`src/rtl/wb_arbiter.sv`:
```
// Write-back arbiter: merges the ALU result stream with FIFO-buffered LSU results onto the register-file write port.
// Optional macro WB_FWD_EN adds combinational write-port forwarding for two read ports.
module wb_arbiter #(
    parameter int DATA_WIDTH   = 64,
    parameter int FIFO_DEPTH   = 4,
    parameter int STARVE_LIMIT = 3
) (
    input  logic                          clk,
    input  logic                          rst,
    input  logic                          alu_we,
    input  logic [4:0]                    alu_rd,
    input  logic [DATA_WIDTH-1:0]         alu_data,
    output logic                          alu_stall,
    input  logic                          lsu_valid,
    output logic                          lsu_ready,
    input  logic [4:0]                    lsu_rd,
    input  logic [DATA_WIDTH-1:0]         lsu_data,
    input  logic                          issue_valid,
    input  logic [4:0]                    issue_rd,
`ifdef WB_FWD_EN
    input  logic [4:0]                    fwd_addr_1,
    input  logic [4:0]                    fwd_addr_2,
    input  logic [DATA_WIDTH-1:0]         rf_rdata_1,
    input  logic [DATA_WIDTH-1:0]         rf_rdata_2,
    output logic [DATA_WIDTH-1:0]         fwd_data_1,
    output logic [DATA_WIDTH-1:0]         fwd_data_2,
`endif
    output logic [31:0]                   busy_mask,
    output logic [$clog2(FIFO_DEPTH):0]   fifo_count,
    output logic                          rf_we,
    output logic [4:0]                    rf_waddr,
    output logic [DATA_WIDTH-1:0]         rf_wdata
);

    localparam int PTR_W = $clog2(FIFO_DEPTH);
    localparam int CNT_W = PTR_W + 1;
    localparam int SC_W  = (STARVE_LIMIT < 1) ? 1 : $clog2(STARVE_LIMIT + 1);
    localparam logic [SC_W-1:0]  SC_MAX   = SC_W'(STARVE_LIMIT);
    localparam logic [CNT_W-1:0] CNT_FULL = CNT_W'(FIFO_DEPTH);

    typedef struct packed {
        logic [4:0]            rd;
        logic [DATA_WIDTH-1:0] data;
    } entry_t;

    entry_t            mem [FIFO_DEPTH];
    logic [PTR_W-1:0]  rd_ptr;
    logic [PTR_W-1:0]  wr_ptr;
    logic [SC_W-1:0]   starve_cnt;
    logic [SC_W-1:0]   starve_nxt;
    logic [31:0]       busy_nxt;
    entry_t            head;
    logic              fifo_empty;
    logic              push;
    logic              pop;
    logic              alu_win_p0;
    logic              fifo_win_p0;
    logic              vld_p0;
    logic [4:0]        waddr_p0;
    logic [DATA_WIDTH-1:0] wdata_p0;

    function automatic logic [SC_W-1:0] sat_inc(input logic [SC_W-1:0] v);
        return (v == SC_MAX) ? v : v + 1'b1;
    endfunction

    // Stage p0: arbitration between the live ALU result and the FIFO head
    assign fifo_empty  = (fifo_count == '0);
    assign head        = mem[rd_ptr];
    assign lsu_ready   = (fifo_count != CNT_FULL);
    assign alu_stall   = (starve_cnt == SC_MAX) && !fifo_empty;
    assign alu_win_p0  = alu_we && !alu_stall;
    assign fifo_win_p0 = !alu_win_p0 && !fifo_empty;
    assign pop         = fifo_win_p0;
    // x0 loads complete the handshake but never occupy a slot
    assign push        = lsu_valid && lsu_ready && (lsu_rd != 5'd0);

    always_comb begin
        vld_p0   = 1'b0;
        waddr_p0 = rf_waddr;
        wdata_p0 = rf_wdata;
        if (alu_win_p0) begin
            vld_p0   = (alu_rd != 5'd0);
            waddr_p0 = alu_rd;
            wdata_p0 = alu_data;
        end else if (fifo_win_p0) begin
            vld_p0   = 1'b1;
            waddr_p0 = head.rd;
            wdata_p0 = head.data;
        end
    end

    always_comb begin
        starve_nxt = (fifo_win_p0 || fifo_empty) ? '0 : sat_inc(starve_cnt);
        busy_nxt   = busy_mask;
        if (fifo_win_p0) busy_nxt[head.rd] = 1'b0;
        if (issue_valid) busy_nxt[issue_rd] = 1'b1;
        busy_nxt[0] = 1'b0;
    end

    // Stage p1: registered write port and FIFO/scoreboard state
    always_ff @(posedge clk or negedge rst) begin
        if (!rst) begin
            rf_we      <= 1'b0;
            rf_waddr   <= '0;
            rf_wdata   <= '0;
            busy_mask  <= '0;
            rd_ptr     <= '0;
            wr_ptr     <= '0;
            fifo_count <= '0;
            starve_cnt <= '0;
        end else begin
            rf_we      <= vld_p0;
            rf_waddr   <= waddr_p0;
            rf_wdata   <= wdata_p0;
            busy_mask  <= busy_nxt;
            starve_cnt <= starve_nxt;
            if (push) wr_ptr <= wr_ptr + 1'b1;
            if (pop)  rd_ptr <= rd_ptr + 1'b1;
            case ({push, pop})
                2'b10:   fifo_count <= fifo_count + 1'b1;
                2'b01:   fifo_count <= fifo_count - 1'b1;
                default: fifo_count <= fifo_count;
            endcase
        end
    end

    always_ff @(posedge clk) begin
        if (push) mem[wr_ptr] <= '{rd: lsu_rd, data: lsu_data};
    end

`ifdef WB_FWD_EN
    // Covers the window where the register file has not yet absorbed the registered write
    assign fwd_data_1 = (rf_we && rf_waddr == fwd_addr_1 && fwd_addr_1 != 5'd0) ? rf_wdata : rf_rdata_1;
    assign fwd_data_2 = (rf_we && rf_waddr == fwd_addr_2 && fwd_addr_2 != 5'd0) ? rf_wdata : rf_rdata_2;
`endif

endmodule
```
`config.mk`:
```
export PLATFORM = sky130hd
export DESIGN_NAME = wb_arbiter
export DESIGN_NICKNAME = d
export VERILOG_FILES = /design/src/rtl/wb_arbiter.sv
export SDC_FILE = /design/constraint.sdc
export NUM_CORES = 1
export LEC_CHECK = 0
export ABC_AREA = 1
export CAP_MARGIN = 40
export CORE_MARGIN = 2
export CORE_UTILIZATION = 33
export CTS_BUF_LIST = sky130_fd_sc_hd__clkbuf_8
export CTS_CLUSTER_DIAMETER = 60
export DETAILED_ROUTE_END_ITERATION = 12
export DONT_BUFFER_PORTS = 1
export GPL_ROUTABILITY_DRIVEN = 0
export PLACE_DENSITY = 0.45
export SYNTH_ARGS = -nofsm -noshare
export SYNTH_HDL_FRONTEND = slang
export SYNTH_SLANG_ARGS = --single-unit
```
`constraint.sdc`:
```
create_clock -name clk -period 4.65 [get_ports clk]
set_clock_uncertainty 0.05 [all_clocks]
set_input_delay 0.93 -clock clk [delete_from_list [all_inputs] [get_ports clk]]
set_output_delay 0.93 -clock clk [all_outputs]
set_load 0.01 [all_outputs]
```
==> results.md, run 1 <==
* Postcts setup bufs at 0
* Startpoint Class: flip-flop
* Top post-synthesis cells by count: nand2_1, edfxtp_1, nand3_1, dfrtp_1, o21ai_1
* Leakage at 0.007037 uW
* Crit-path max cell delay at 0.76 ns
* Slowest stage cell, crit path: dfrtp_4
* FFs w/ async S/R, synth at between 20% and 30%
* Slew Viols, Final at 0
* CP Data Required Time at approximately 5.2 ns
* Post-Syn Nets at 1610
* Cell variety after synth at 34
* Area of the multi-input gates at 4399 um2
* FF+latch area at 11050 um2
* Pre-antenna DRT Iters at 4
* Largest net degree at the start of global routing at ~110
* TritonCTS clock tree: done
* Synth Instances at 1455
* Crit-path most repeated cell: nand2_1
* Syn avg cell area at roughly 11 um2
* Final period util at 60.86%
* Buffers on Ports at 0
* Count leader, synth: nand2_1
* Largest family of logic cells by synthesized area: simple AND/OR/NAND/NOR gates
* Area contributors post-synth: edfxtp_1, dfrtp_1, nand2_1
* Synth Flop Type: edfxtp_1
* Pwr Density at 661.6 nW/um2
* Status: finished, final reports clean
* TritonCTS Buffers at 69
* Synth area leader: edfxtp_1
* Fmax at 353.3 MHz
* DR vias at 10290
* Pwr Total at roughly 12000 uW
* Final Setup Violations at 0
* Clk_lat worst skew at 0.62 ns
* Row Count at 80
* Fillcell total at 4708
* Max Root-Sink Buffers at 3
* Grt ovf at 0
* Synth Area in Compound Gates at 4.520%
* Post-synthesis mux area share at 0.07062%
* Synthesis-to-layout area growth at 11.90%
* Antenna violations before repair at 2
* Clk root buf: clkbuf_8
* Clk sink count at 386
* DR iter-0 viols at 612
* Total GRT Usage at 17.09%
* EDFF count, synth at 276
* Actual slew at the worst max-slew pin at roughly 0.8 ns
* Initial Util at 33.40%
* HPWL Detailed at 24.97 mm
* Adder-cell share of the synthesized area at less than 1%
* Synth Area in XOR/XNOR at 0.2746%
* Layout cells sized above 1 at 10.55%
* Post-route insts no fill at 2142
* Number of global-route vias before repair at 10330
* Die Ht at 223.8 um
* Relative slew slack at 46.42%
* Peak VDD IR at 0.0002401 V
* # Max-Cap Violations at 0
* Syn Std Cell Area at 15950 um2
* Fin Setup TNS at 0 ns
* Final WL at 42.18 mm
* Chip width at 223.8 um
* First-pass GRT wire length at 64.57 mm
* Placed Cells at 2014
* CP Capture Type: flip-flop
* Arrival @ worst endpoint at 3.34 ns
* Tmin final at approximately 2.8 ns
* Vias per std cell at 4.802
* Final antenna-violating net count at 0
* Io pins at between 200 and 300
* DRC Markers at 0
* Area of the core at ~48000 um2
* Worst min path class: input pin to asynchronous set/reset pin
* Worst-path cell chain: inv_4, buf_16, buf_4, nand2_1, nand3_1, nand2_1, nand2_1, o21ai_1, o21ai_1
* Final Hold Fails at 0
* Synthesis-stage register bit count at 386
* CTS H-tree depth at 3
* Max FO, Critical Path at 68
* Synth top area share at slightly above 50%
* Die Area at 50090 um2
* Sequential fraction of the synthesis area at 69.24%
* RSZ-0062 raised after global routing: no
* Ys Warns at 0
* Wire length per cell at 19.69 um
* Crit path kind: flip-flop to flip-flop
* Clk pin slew, worst setup/hold paths at 0.06 ns
* Final #Nets at 1626
* CTS resizes at 0
* Post-synthesis simple-gate area fraction at between 20% and 30%
## stage by stage
step                      hold slack, ns  util (%)  area, um2  worst slack (ns)
after CTS                         0.2002     37.36      17840             1.800
after detailed placement          0.3751     34.59      16510             1.558
after global placement            0.3698     34.41      16430             1.577
after floorplan                   0.3580         -      15950          -0.04891
after global routing              0.1805     37.37      17840             1.551
final                             0.1562     37.37      17840             1.820
## cell families (layout without fill, tap and decap cells)
family	after synthesis	count (layout)
AND/OR/NAND/NOR	846	846
multiplexers	1	1
flip-flops	386	386
XOR/XNOR	5	5
AO/OA/AOI/OAI	110	110
adder cells (fa/ha/maj)	7	7
other	1	2
buffers and inverters	99	170
## cell type report
type                       count  share of cell area, %
sequential                   386                  61.92
multi-input combinational    970                  24.66
clock buffer                  77                  5.940
tap                          615                  4.313
clock inverter                49                  1.332
timing repair buffer          19                  1.234
inverter                      25                 0.5891
antenna                        1                0.01403
## timing repair
item                                    4_1_cts  5_1_grt
hold buffers                                  1        0
endpoints found under the hold margin       110        0
endpoints found under the setup margin        0        0
## report_power, final
group          total (uW)  internal (uW)  switching [uW]
logic                3200            988            2220
registers            5610           4700             900
clock network        3000           1580            1420
## flip-flops by register name, summed over array words and instances, names as in the netlist
name / cells
fifo_count: 3
busy_mask: 31
rf_wdata: 64
mem: 276
rf_we: 1
rd_ptr: 2
wr_ptr: 2
rf_waddr: 5
starve_cnt: 2
## worst max-delay path, delay by kind of cell, from the launching register on
kind	cells	cell delay, ns
buffers and inverters	3	1.25
and+or+nand+nor	4	0.35
DFF	1	0.76
AOI/OAI and AO/OA	2	0.20
## routing by layer
| metal | share of wire, % | GRT usage (%) | vias up | routed length [um] |
|---|---|---|---|---|
| met5 | 0.028 | 0 | - | 12 |
| met4 | 2.2 | 6.731 | 2 | 943 |
| met3 | 7.3 | 5.758 | 57 | 3067 |
| met2 | 50 | 29.02 | 219 | 21050 |
| met1 | 41 | 19.93 | 5052 | 17110 |
| li1 | - | - | 4955 | - |
## worst paths after layout
kind                                            from                   endpoint  slack [ns]  cells after the start
setup / recovery               rd_ptr[0]$_DFFE_PN0N_   rf_wdata[20]$_DFFE_PN0P_        1.82                      9
hold / removal                                   rst   rf_wdata[59]$_DFFE_PN0P_        0.16                      1
setup reg to reg               rd_ptr[0]$_DFFE_PN0N_   rf_wdata[20]$_DFFE_PN0P_        1.82                      9
hold reg to reg            starve_cnt[0]$_DFFE_PN0P_  starve_cnt[0]$_DFFE_PN0P_        0.39                      1
max in group asynchronous                        rst      rd_ptr[0]$_DFFE_PN0N_        3.69                      1
min in group clk                        lsu_data[25]       mem[3][25]$_DFFE_PP_        0.34                      0
## cells in the final DEF (no fill, tap or decap), types with 2 or more instances in the layout
| cell | Yosys | final |
|---|---|---|
| o211ai_2 | 15 | 15 |
| nor3_1 | 10 | 10 |
| clkinvlp_4 | 0 | 3 |
| nor2_2 | 4 | 4 |
| inv_6 | 0 | 2 |
| nand3_1 | 137 | 137 |
| clkbuf_8 | 0 | 77 |
| nor2_4 | 8 | 12 |
| o21ai_1 | 74 | 74 |
| a21oi_1 | 2 | 2 |
| dfrtp_1 | 110 | 108 |
| dfrtp_4 | 0 | 2 |
| nand2_2 | 11 | 10 |
| edfxtp_1 | 276 | 276 |
| nand2_1 | 661 | 661 |
| inv_4 | 3 | 4 |
| o211ai_1 | 16 | 16 |
| clkinv_2 | 1 | 6 |
| ha_1 | 6 | 6 |
| xor2_1 | 4 | 4 |
| clkinv_1 | 0 | 9 |
| inv_1 | 19 | 48 |
| buf_4 | 7 | 14 |
| buf_16 | 0 | 4 |
| nor2_1 | 12 | 8 |
(Power assumes the default switching activity.)
==> run 2: changes to the inputs <==
Settings changed: PLACE_DENSITY 0.45 to 0.46.
Clock period 4.65 ns to 2.5 ns, I/O delays scaled along.
==> run 2 against run 1 <==
The run now ends with negative hold slack left. Final cell count is 7.3% higher. Largest power group unchanged. Die area stayed put. Critical path depth is 6 lower.
==> results.md, run 2 (same netlist as run 1, synthesis figures left out) <==
* Sequential Power Share at 44.7% (-2.8 points)
* # Max-Cap Violations at 0 (unchanged)
* Vias per std cell at 4.662 (-2.9%)
* Most flops, register: mem
* CP Capture Type: primary output
* Crit path from: fifo_count[0]$_DFFE_PN0P_
* Clk root buf: clkbuf_8
* Crit-path max cell delay at 0.50 ns (-0.26 ns)
* Bufs and invs on worst path at 1 (-2)
* Fmax at 446.9 MHz
* Wire length per cell at 17.67 um (-10%)
* Clk sink count at 386 (unchanged)
* TritonCTS clock tree: done
* Die Area at 50090 um2 (unchanged)
* NetSw at 8434 uW (+86%)
* Arrival @ worst endpoint at 1.69 ns (-1.65 ns)
* Area of the core at 47750 um2 (unchanged)
* Peak VDD IR at 0.0004168 V (+74%)
* Most frequent cells in the layout: nand2_1, edfxtp_1, dlygate4sd3_1
* Number of global-route vias before repair at 10790 (+4.4%)
* Family with the most delay on the worst path: flip-flops
* Relative slew slack at 47.13% (+0.71 points)
* Chip width at 223.8 um (unchanged)
* Initial Util at 33.40% (unchanged)
* Post-route insts no fill at 2299 (+7.3%)
* Largest register FFs at 276 (unchanged)
* Levels on crit path at 3 (-6)
* Status: finished, violations left
* FF-to-FF path depth at 8 (-1)
* DR vias at 10720 (+4.2%)
* Final Hold Fails at 110 (+110)
* DR iter-0 viols at 557 (-9.0%)
* Switching Fraction at 37.41% (-1.0 points)
* Synthesis-to-layout area growth at 22.39%
* Grt ovf at 0 (unchanged)
* Actual slew at the worst max-slew pin at 0.7902 ns (-0.01353 ns)
* Max Root-Sink Buffers at 3 (unchanged)
* Placed Cells at 2023 (+0.45%)
* # hold bufs at CTS at 142 (+141)
* Final #Nets at 1778 (+9.3%)
* Reg2reg end: fifo_count[2]$_DFFE_PN0P_
* Commonest non-fill, non-tap cell in the layout: nand2_1
* Final antenna-violating net count at 0 (unchanged)
* DRC Markers at 0 (unchanged)
* Worst-case hold slack at -0.4823 ns (-0.6386 ns)
* Crit Reg-Reg Startpoint: fifo_count[0]$_DFFE_PN0P_
* Worst min path class: input pin to asynchronous set/reset pin
* Layout cells sized above 1 at 10.42% (-0.13 points)
* Clk pin slew, worst setup/hold paths at 0.06 ns (about the same)
* Buffers on Ports at 0 (unchanged)
* Tmin final at roughly 2.2 ns
* Slew Viols, Final at 0 (unchanged)
* Crit path kind: flip-flop to primary output
* Pre-antenna DRT Iters at 5 (+1)
* Clock network fraction of design power at 25.8% (+0.4 points)
* HPWL Detailed at 23.84 mm (-4.5%)
* Pwr Density at 1155 nW/um2 (+75%)
* Largest net degree at the start of global routing at 111 (unchanged)
* Fillcell total at 4592 (-2.5%)
* Violations in the final reports: negative hold slack
* TritonCTS Buffers at 71 (+2.9%)
* Slowest stage cell, crit path: dfrtp_1
* Row Count at 80 (unchanged)
* Max FO, Critical Path at 4 (-94%)
* Antenna violations before repair at 4 (+2)
* Final WL at 40.63 mm (-3.7%)
* CP Data Required Time at 1.95 ns (-3.21 ns)
* Startpoint Class: flip-flop
* Total GRT Usage at 16.54% (-0.55 points)
* Final period util at approximately nine tenths
* Top flop regs: mem x276, rf_wdata x64, busy_mask x31
* Comb pwr share at 29.5% (+2.4 points)
* First-pass GRT wire length at 63.33 mm (-1.9%)
* Setup slack, reg-to-reg at 0.44 ns (-1.38 ns)
* Io pins at 255 (unchanged)
* Fin Setup TNS at 0 ns (unchanged)
* RSZ-0062 raised after global routing: no
* Pint at 14110 uW (+94%)
* CP endpoint: lsu_ready
* Clk_lat worst skew at 0.63 ns (about the same)
* Die Ht at 223.8 um (unchanged)
* Final Setup Violations at 0 (unchanged)
* CTS H-tree depth at 3 (unchanged)
* Worst-path cell chain: nor2_4, nand2_1, buf_4
* Leakage at 0.007733 uW (+9.9%)
[run 2: cell types whose count changed in the layout (fill, tap and decap cells not counted), moves of 2 or more]
cell / change
clkinv_2: +3
buf_12: +14
diode_2: +3
inv_1: -2
clkbuf_8: +2
dlygate4sd3_1: +142
bufinv_16: +2
buf_16: -4
[run 2: layer usage]
metal / track usage (%) / vias up / routed length (um) / part of all wire [%]
met5: 0 / - / 0 / 0
met4: 6.237 / 0 / 830 / 2.0
met3: 4.840 / 57 / 2652 / 6.5
met2: 26.82 / 266 / 19380 / 48
met1: 20.97 / 5129 / 17760 / 44
li1: - / 5267 / - / -
[run 2: through the flow]
step           util (%)  worst slack [ns]  power [uW]  area (um2)
5_1_grt           40.87            0.1239       24210       19520
3_3_place_gp      34.98            0.3772       16730       16700
6_report          40.87            0.2622       22540       19520
4_1_cts           40.85            0.1769       23000       19510
2_1_floorplan         -           0.02763       14700       15990
3_5_place_dp      34.98            0.4511       16800       16700
[run 2: timing repair]
action                    in CTS  in global routing
setup buffers                  0                  0
hold endpoints to repair     483                110
resized for setup              0                  0
[run 2: how the worst min path moves through the flow]
| stage | startpoint | endpoint | depth (start not counted) |
|---|---|---|---|
| floorplan | rst | busy_mask[10]$_DFF_PN0_ | 0 |
| global placement | rst | rf_wdata[9]$_DFFE_PN0P_ | 0 |
| detailed placement | rst | rf_wdata[9]$_DFFE_PN0P_ | 0 |
| CTS | rst | fifo_count[0]$_DFFE_PN0P_ | 0 |
| global route | rst | busy_mask[23]$_DFF_PN0_ | 0 |
| finish | rst | rf_wdata[54]$_DFFE_PN0P_ | 0 |
[run 2: cell type report]
cell class | instances | area, um2 | share of cell area (%)
timing repair buffer | 169 | 1799 | 9.220
multi-input combinational | 970 | 4403 | 22.56
clock buffer | 79 | 1087 | 5.572
antenna | 4 | 10.01 | 0.05129
inverter | 25 | 105.1 | 0.5386
clock inverter | 51 | 292.8 | 1.500
tap | 615 | 769.5 | 3.943
sequential | 386 | 11050 | 56.61
[run 2: power groups by stage]
stage / logic (uW) / clock network (uW) / registers, uW
4_1_cts: 6850 / 6060 / 10100
3_3_place_gp: 6540 / 0 / 10200
3_5_place_dp: 6600 / 0 / 10200
2_1_floorplan: 4830 / 0 / 9870
5_1_grt: 7610 / 6340 / 10300
6_report: 6650 / 5810 / 10100
[run 2: worst reg2reg max path, cell delays in order, from the launching register on]
cell	delay [ns]
dfrtp_1	0.54
nor2_4	0.10
nand2_1	0.15
nand3_4	0.09
ha_1	0.24
fa_1	0.39
a21oi_1	0.12
o21ai_0	0.10
xor2_1	0.15
